$ cat config.mk
export PLATFORM = sky130hd
export DESIGN_NAME = multdiv_unit
export DESIGN_NICKNAME = d
export VERILOG_FILES = /design/src/rtl/multdiv_unit.sv
export SDC_FILE = /design/constraint.sdc
export NUM_CORES = 1
export LEC_CHECK = 0
export ABC_CLOCK_PERIOD_IN_PS = 9700
export CORE_MARGIN = 4
export CORE_UTILIZATION = 55
export DETAILED_ROUTE_END_ITERATION = 10
export GPL_TIMING_DRIVEN = 0
export HOLD_SLACK_MARGIN = 0.03
export PLACE_DENSITY = 0.89
export SYNTH_ARGS = -nofsm -noshare
export SYNTH_HDL_FRONTEND = slang
export SYNTH_SLANG_ARGS = --single-unit
$ cat constraint.sdc
create_clock -name clock -period 9.7 [get_ports clock]
set_clock_uncertainty 0.2 [all_clocks]
set_input_delay 0.97 -clock clock [delete_from_list [all_inputs] [get_ports clock]]
set_output_delay 0.97 -clock clock [all_outputs]
set_load 0.005 [all_outputs]
$ cat src/rtl/multdiv_unit.sv
// Iterative signed 32x32 multiply (radix-2 Booth) / divide (non-restoring); optional divider via MULTDIV_DIV_EN.
// Latency: result and 1-cycle data_resultRDY 33 edges after start; divide-by-zero (or any divide with divider absent) after 1 edge.
// Backpressure: none; ctrl_busy tells the pipeline to stall, starts are ignored outside IDLE and never queued.
module multdiv_unit (
    input  logic        clock,
    input  logic        ctrl_reset,
    input  logic        ctrl_MULT,
    input  logic        ctrl_DIV,
    input  logic [31:0] data_operandA,
    input  logic [31:0] data_operandB,
    input  logic [4:0]  ctrl_destReg,
    output logic [31:0] data_result,
    output logic        data_exception,
    output logic        data_resultRDY,
    output logic        ctrl_busy,
    output logic [4:0]  out_writeReg
);

    typedef enum logic [1:0] {IDLE, MULT, DIV, DONE} state_t;

    state_t      state_q, state_d;
    logic [5:0]  cnt_q, cnt_d;
    // Booth product register: [64:33] accumulator, [32:1] multiplier Q, [0] q-1
    logic [64:0] prod_q, prod_d;
    logic [31:0] mcand_q, mcand_d;
    logic [4:0]  tag_q, tag_d;
    // Forced result 0 with exception (divide by zero, or divider absent)
    logic        dz_q, dz_d;
    logic [32:0] booth_sum;

    logic [31:0] res_q, res_d;
    logic        exc_q, exc_d;
    logic        rdy_q, rdy_d;
    logic        busy_q, busy_d;
    logic [4:0]  wr_q, wr_d;

`ifdef MULTDIV_DIV_EN
    // Partial remainder is kept wide enough that shift-then-add never overflows
    logic [33:0] rem_q, rem_d;
    logic [33:0] rem_sh, rem_nx;
    logic [31:0] quot_q, quot_d;
    logic [31:0] dvsr_q, dvsr_d;
    logic        neg_q, neg_d;
    logic        ovf_q, ovf_d;
    logic        is_div_q, is_div_d;
    logic [31:0] a_mag, b_mag;

    assign a_mag = data_operandA[31] ? (32'd0 - data_operandA) : data_operandA;
    assign b_mag = data_operandB[31] ? (32'd0 - data_operandB) : data_operandB;
`endif

    // Next-state, datapath iteration and output-register computation
    always_comb begin
        state_d   = state_q;
        cnt_d     = cnt_q;
        prod_d    = prod_q;
        mcand_d   = mcand_q;
        tag_d     = tag_q;
        dz_d      = dz_q;
        res_d     = res_q;
        exc_d     = exc_q;
        rdy_d     = 1'b0;
        wr_d      = wr_q;
        booth_sum = {prod_q[64], prod_q[64:33]};
`ifdef MULTDIV_DIV_EN
        rem_d     = rem_q;
        quot_d    = quot_q;
        dvsr_d    = dvsr_q;
        neg_d     = neg_q;
        ovf_d     = ovf_q;
        is_div_d  = is_div_q;
        rem_sh    = {rem_q[32:0], quot_q[31]};
        rem_nx    = rem_q[33] ? (rem_sh + {2'b00, dvsr_q}) : (rem_sh - {2'b00, dvsr_q});
`endif
        case (state_q)
            IDLE: begin
                if (ctrl_MULT) begin
                    state_d = MULT;
                    cnt_d   = 6'd0;
                    prod_d  = {32'd0, data_operandB, 1'b0};
                    mcand_d = data_operandA;
                    tag_d   = ctrl_destReg;
                    dz_d    = 1'b0;
`ifdef MULTDIV_DIV_EN
                    is_div_d = 1'b0;
`endif
                end else if (ctrl_DIV) begin
                    tag_d = ctrl_destReg;
                    cnt_d = 6'd0;
`ifdef MULTDIV_DIV_EN
                    is_div_d = 1'b1;
                    if (data_operandB == 32'd0) begin
                        dz_d    = 1'b1;
                        state_d = DONE;
                    end else begin
                        dz_d    = 1'b0;
                        state_d = DIV;
                        rem_d   = 34'd0;
                        quot_d  = a_mag;
                        dvsr_d  = b_mag;
                        neg_d   = data_operandA[31] ^ data_operandB[31];
                        ovf_d   = (data_operandA == 32'h8000_0000) && (data_operandB == 32'hFFFF_FFFF);
                    end
`else
                    dz_d    = 1'b1;
                    state_d = DONE;
`endif
                end
            end
            MULT: begin
                case (prod_q[1:0])
                    2'b01:   booth_sum = {prod_q[64], prod_q[64:33]} + {mcand_q[31], mcand_q};
                    2'b10:   booth_sum = {prod_q[64], prod_q[64:33]} - {mcand_q[31], mcand_q};
                    default: booth_sum = {prod_q[64], prod_q[64:33]};
                endcase
                // Arithmetic shift right of {sum, Q, q-1}; the 33rd sum bit becomes the new sign
                prod_d = {booth_sum, prod_q[32:1]};
                cnt_d  = cnt_q + 6'd1;
                if (cnt_q == 6'd31) state_d = DONE;
            end
`ifdef MULTDIV_DIV_EN
            DIV: begin
                rem_d  = rem_nx;
                quot_d = {quot_q[30:0], ~rem_nx[33]};
                cnt_d  = cnt_q + 6'd1;
                if (cnt_q == 6'd31) state_d = DONE;
            end
`endif
            DONE: begin
                state_d = IDLE;
                rdy_d   = 1'b1;
                wr_d    = tag_q;
                if (dz_q) begin
                    res_d = 32'd0;
                    exc_d = 1'b1;
`ifdef MULTDIV_DIV_EN
                end else if (is_div_q) begin
                    res_d = neg_q ? (32'd0 - quot_q) : quot_q;
                    exc_d = ovf_q;
`endif
                end else begin
                    res_d = prod_q[32:1];
                    exc_d = (prod_q[64:33] != {32{prod_q[32]}});
                end
            end
            default: state_d = IDLE;
        endcase
        busy_d = (state_d != IDLE);
    end

    // State, datapath and output registers; reset aborts any operation silently
    always_ff @(posedge clock or posedge ctrl_reset) begin
        if (ctrl_reset) begin
            state_q  <= IDLE;
            cnt_q    <= 6'd0;
            prod_q   <= 65'd0;
            mcand_q  <= 32'd0;
            tag_q    <= 5'd0;
            dz_q     <= 1'b0;
            res_q    <= 32'd0;
            exc_q    <= 1'b0;
            rdy_q    <= 1'b0;
            busy_q   <= 1'b0;
            wr_q     <= 5'd0;
`ifdef MULTDIV_DIV_EN
            rem_q    <= 34'd0;
            quot_q   <= 32'd0;
            dvsr_q   <= 32'd0;
            neg_q    <= 1'b0;
            ovf_q    <= 1'b0;
            is_div_q <= 1'b0;
`endif
        end else begin
            state_q  <= state_d;
            cnt_q    <= cnt_d;
            prod_q   <= prod_d;
            mcand_q  <= mcand_d;
            tag_q    <= tag_d;
            dz_q     <= dz_d;
            res_q    <= res_d;
            exc_q    <= exc_d;
            rdy_q    <= rdy_d;
            busy_q   <= busy_d;
            wr_q     <= wr_d;
`ifdef MULTDIV_DIV_EN
            rem_q    <= rem_d;
            quot_q   <= quot_d;
            dvsr_q   <= dvsr_d;
            neg_q    <= neg_d;
            ovf_q    <= ovf_d;
            is_div_q <= is_div_d;
`endif
        end
    end

    assign data_result    = res_q;
    assign data_exception = exc_q;
    assign data_resultRDY = rdy_q;
    assign ctrl_busy      = busy_q;
    assign out_writeReg   = wr_q;

endmodule

* Word level (Yosys, flattened, before mapping)
Index checks and enable logic that the tools add are counted.
** Storage, ports and cells
- Register bits after elaboration :: 151
- Bits of input ports :: 73
- Word-level logic and storage cells :: 50
** Cells by class
- $add $sub $neg :: 3
- Equality and inequality tests :: 9
- Mux-type cells :: 17
- Reductions and logical operators :: 9
** Operator list (number)
- $pmux W65 S2 :: 1
- $pmux W33 S2 :: 1
- $mux W65 :: 1
- $add A32 B32 Y33 :: 1
- $sub A32 B32 Y33 :: 1
- $mux W32 :: 1
- $ne A32 B32 Y1 :: 1
- $mux W6 :: 2
- $pmux W6 S2 :: 1
- $mux W5 :: 2
- $reduce_and A2 Y1 :: 4
- $add A6 B1 Y6 const B :: 1
- $eq A6 B5 Y1 const B :: 1
- $mux W2 :: 3
- $reduce_bool A2 Y1 :: 3
- $eq A2 B1 Y1 const B :: 2
- $eq A2 B2 Y1 const B :: 2
- $mux W1 :: 4
- $pmux W2 S2 :: 1
- $ne A3 B1 Y1 const B :: 1
- $ne A3 B3 Y1 const B :: 1
- $reduce_and A3 Y1 :: 1
- $logic_not A2 Y1 :: 1
- $ne A2 B2 Y1 const B :: 1

* Depth between registers and ports, before layout
- Word-level depth :: 4
- Gate-level depth with buffers :: 17
- Mapped depth without buffers :: 17

* Worst setup path after synthesis
Ideal clock, no wire load.
- Path type :: register to register
- Start point :: register mcand_q[2]
- End point :: register prod_q[64]
- Library setup time :: 69 ps
- Arrival time :: 3922 ps
- Required time :: 9431 ps
- Setup slack :: 5509 ps
- Cell stages (with the launch flop) :: 17
- Period minus slack after synthesis :: 4191 ps
- Cells stage by stage :: dfrtp_1 or4_4 nor4_1 and3_1 nand3b_1 nor3_1 a21oi_1 xnor2_1 ha_1 and2_1 a221o_1 a21oi_1 o21ai_0 a31oi_1 o21ai_0 or4_1 nand3_1
** On the way
- Longest elaborated chain between the ends :: 3
- Elaborated cells between the ends (all ways) :: 4
** RTL lines
- start: declaration :: line 25 : logic [31:0] mcand_q, mcand_d;
- start signal: assignment :: line 177 : mcand_q <= mcand_d;
- $sub A32 B32 Y33 or $add A32 B32 Y33 (tied branches) :: line 113, 112
- $pmux W33 S2 * :: line 111 : case (prod_q[1:0])
- $pmux W65 S2 * :: line 75 : case (state_q)
- end signal: assignment :: line 176 : prod_q <= prod_d;
- end: declaration :: line 24 : logic [64:0] prod_q, prod_d;
Mark *: on every way between the ends. The rest lies on a longest branch, timed or not.
A chain may end at the register's enable or synchronous reset.

* Worst setup path in the final report
Ends and elaborated chain as after synthesis.

==> impl.org <==
** Global routing
- In the global route stage, overall resource usage came out at 25.88%.
- For this run the aggregate overflow at the end of global routing stands at 0.
- Antenna violations before repair :: 0
- Entering global routing, the biggest net connects 105 pins.
- The number of global-route vias before repair was 7791.
- First-pass GRT wire length :: 38080 um

** Clock network
- Number of clock sinks :: 151
- The number of setup buffers added after CTS is 0.
- Cell chosen for the clock root :: sky130_fd_sc_hd__clkbuf_16
- The longest clock path from root to sink contains 2 buffers.
- Clock latency on the worst-skew pair, taken at its later pin, is 0.43 ns.
- Clock tree from TritonCTS :: built
- Post_cts resized :: 0
- Clock slew at the register clock pins of the worst setup and hold paths :: 0.07 ns
- Hold Buf Count CTS :: 0
- The H-tree was split into 4 levels.
- Buffers inserted during clock tree synthesis total 17.

** Finish
- Area added between synthesis and finish :: 22.72%
- For this run, the share of the core covered by cells in the final layout is 68.97%.
- The finished cells cover 0.01096 sq mm.
- Area of all sequential standard cells :: 0.003779 sq mm
- Share of cells above drive strength 1 :: 6.820%
- Final net count :: 1226
- The filler cells instantiated in the layout total 1213.
- Multi-input logic area :: 0.004871 sq mm
- The repair_antennas step left the layout with diodes totalling 0.

** Synthesis
- sky130_fd_sc_hd__dfrtp_1 is the most common cell in the netlist.
- Top cells by area, synth :: sky130_fd_sc_hd__dfrtp_1 42%, sky130_fd_sc_hd__o21ai_0 7.3%, sky130_fd_sc_hd__nand2_1 5.3%
- Mapped Area :: 0.008927 sq mm
- Count of flip-flops with a built-in enable after synthesis :: 0
- The number of nets handed over by synthesis was 1094.
- Register bit count reported by yosys :: 151
- Gate Count Post-Synth :: 984
- Part of the Yosys area used for sequential elements :: 42.33%
- The top cell type by area accounts for 42.33% of the synthesized area.
- For this run, the leading register cell type out of synthesis is sky130_fd_sc_hd__dfrtp_1.
- By count the netlist is led by 151 x sky130_fd_sc_hd__dfrtp_1, 131 x sky130_fd_sc_hd__o21ai_0, 125 x sky130_fd_sc_hd__nand2_1.
- For this run, the number of Yosys warnings is 0.
- Of all flip-flops after synthesis, the portion carrying an async set or reset was 100.0%.
- Mean area per synthesized cell :: 9.072 sq um
- The largest total area in the synthesized netlist belongs to sky130_fd_sc_hd__dfrtp_1.
- The netlist uses 55 different library cells.

** Timing
- Count of endpoints failing hold in the final timing report :: 0
- In the finished design, the share of the clock period the worst path needs comes to 51.95%.
- The max-slew violation count was 0.
- Relative slew margins :: 50.92%
- For the final routed database, the setup TNS stands at 0 ns.
- Final setup violation count :: 0
- Pin slew with the least headroom to its limit :: 0.7362 ns
- Top achievable clock speed :: 198.4 MHz
- Unrepaired setup endpoints after global routing :: no
- The routed design could run at a clock period as short as 5.039 ns.
- Hold Worst Slack :: 0.2789 ns

** Floorplanning
- In this run the count of I/O pins placed on the die edge is 113.
- Die X-Extent :: 135.4 um
- Vertical die dimension :: 135.4 um
- Core region area :: 0.01589 sq mm
- Effective utilization at floorplan :: 56.20%
- Row count :: 46
- The die covers 0.01833 sq mm.

** Detailed routing
- Routed len/inst :: 17.30 um
- For this run, design rule violations remaining after detail routing come to 0.
- Routed length on met3 :: 1467 um
- Routed Wire Length :: 23260 um
- Post-route antenna net violation count :: 0
- The highest metal layer carrying signal wires in the routed design is met4.
- Iter 0 DRT Violations :: 704
- In the routed layout, each cell is associated on average with a via count of 5.868.
- Met2 layer wire length in the routed design :: 11180 um
- Drt first pass iters :: 6
- Post-Route M1 WL :: 10050 um
- The final route contains 7893 vias.

** Power
- The completed layout was analyzed and its total power is 4.703 mW.
- Leakage power :: 4.728 nW
- VDD sags by at most 0.1924 mV.
- Dividing total power by cell area gives a power density of 429.3 mW/mm^2.

** Placed design
- Final RePlAce weighted congestion :: 0.9077
- Placed standard-cell area :: 0.01035 sq mm
- During placement, the flow inserted port buffers numbering 112.
- HPWL Detailed :: 17210 um

** Job
- Max-cap check violation count :: 0

** Setup path
- Launching element type of the critical path :: register
- Origin of the critical flop-to-flop path :: mcand_q[2]
- Data arrival time at the worst-slack endpoint :: 5.20 ns
- Data required time at the worst endpoint :: 9.87 ns
- Endpoint kind of the worst setup timing path :: register
- Of all nets on the critical path, the largest fanout is 7.
- Start-to-end type of the worst setup path :: register to register
- The most critical setup path has its startpoint at mcand_q[2].

** Min path
- The min-delay analysis places its worst path in the category register to register.
- Startpoint of the worst hold path :: cnt_q[5]

** Status
- The run finished with clean final reports.
==> report_power, final <==
group	internal, mW	total, mW	leakage [nW]	switching [mW]
sequential	0.918	1.21	1.90	0.293
combinational	1.23	2.81	2.55	1.58
clock	0.389	0.682	0.285	0.292
total	2.54	4.70	4.73	2.17
==> per-stage QoR <==
stage / setup WS [ns] / std cells
after global routing: 4.369 / 1345
final: 4.661 / 1345
after floorplan: 4.465 / 984
after detailed placement: 4.796 / 1313
after CTS: 4.720 / 1345
after global placement: 2.599 / 1312
==> sequential cells by signal, indices dropped and copies added, names as in the netlist, 2 cells and up <==
name,count
out_writeReg,5
state_q,2
prod_q,65
mcand_q,32
data_result,32
tag_q,5
cnt_q,6
==> area by class of cell <==
class	instances	area share (%)
tap	216	2.467
timing repair buffer	113	10.48
clock inverter	15	1.633
clock buffer	17	3.883
inverter	20	0.7309
multi-input combinational	759	44.46
buffer	54	1.850
sequential	151	34.49
==> layout by cell type (no fill, tap or decap), types with 36 or more instances in the layout <==
master	count
sky130_fd_sc_hd__xnor2_1	45
sky130_fd_sc_hd__dfrtp_1	151
sky130_fd_sc_hd__ha_1	36
sky130_fd_sc_hd__a21oi_1	60
sky130_fd_sc_hd__nand2_1	125
sky130_fd_sc_hd__clkbuf_1	47
sky130_fd_sc_hd__nand2b_1	39
sky130_fd_sc_hd__clkdlybuf4s50_1	112
sky130_fd_sc_hd__o21ai_0	131
sky130_fd_sc_hd__nor2_1	59
==> final timing paths <==
kind                              endpoint  depth (start not counted)  slack (ns)
max                             prod_q[64]                         16        4.66
min                               cnt_q[5]                          1        0.28
max reg2reg                     prod_q[64]                         16        4.66
min reg2reg                       cnt_q[5]                          1        0.28
max in group asynchronous       prod_q[48]                          3        7.72
min in group asynchronous  out_writeReg[0]                          2        0.73
==> logic make-up after synthesis <==
kind of cell               share of synthesized area, %
DFF                                               42.33
AOI/OAI and AO/OA                                 18.60
buffers and inverters                             3.111
and+or+nand+nor                                   16.87
muxes                                             8.227
adders and majority gates                         5.270
xor gates and xnor gates                          5.592
==> layer usage <==
metal / vias up / global-route usage, %
li1: 3813 / -
met1: 3729 / 34.31
met2: 297 / 43.06
met3: 54 / 4.346
met4: 0 / 9.351
met5: - / 0
==> worst max-delay path, cell delays in order, from the launching register on <==
cell                       delay (ns)
sky130_fd_sc_hd__dfrtp_1         0.45
sky130_fd_sc_hd__or4_4           0.58
sky130_fd_sc_hd__nor4_1          0.51
sky130_fd_sc_hd__and3_1          0.35
sky130_fd_sc_hd__nand3b_1        0.15
sky130_fd_sc_hd__nor3_1          0.23
sky130_fd_sc_hd__a21oi_1         0.13
sky130_fd_sc_hd__xnor2_1         0.16
sky130_fd_sc_hd__ha_1            0.38
sky130_fd_sc_hd__and2_1          0.23
sky130_fd_sc_hd__a221o_1         0.38
sky130_fd_sc_hd__a21oi_1         0.12
sky130_fd_sc_hd__o21ai_0         0.09
sky130_fd_sc_hd__a31oi_1         0.27
sky130_fd_sc_hd__o21ai_0         0.23
sky130_fd_sc_hd__or4_1           0.45
sky130_fd_sc_hd__nand3_1         0.09
No activity file was read; power rests on OpenSTA's default activity.
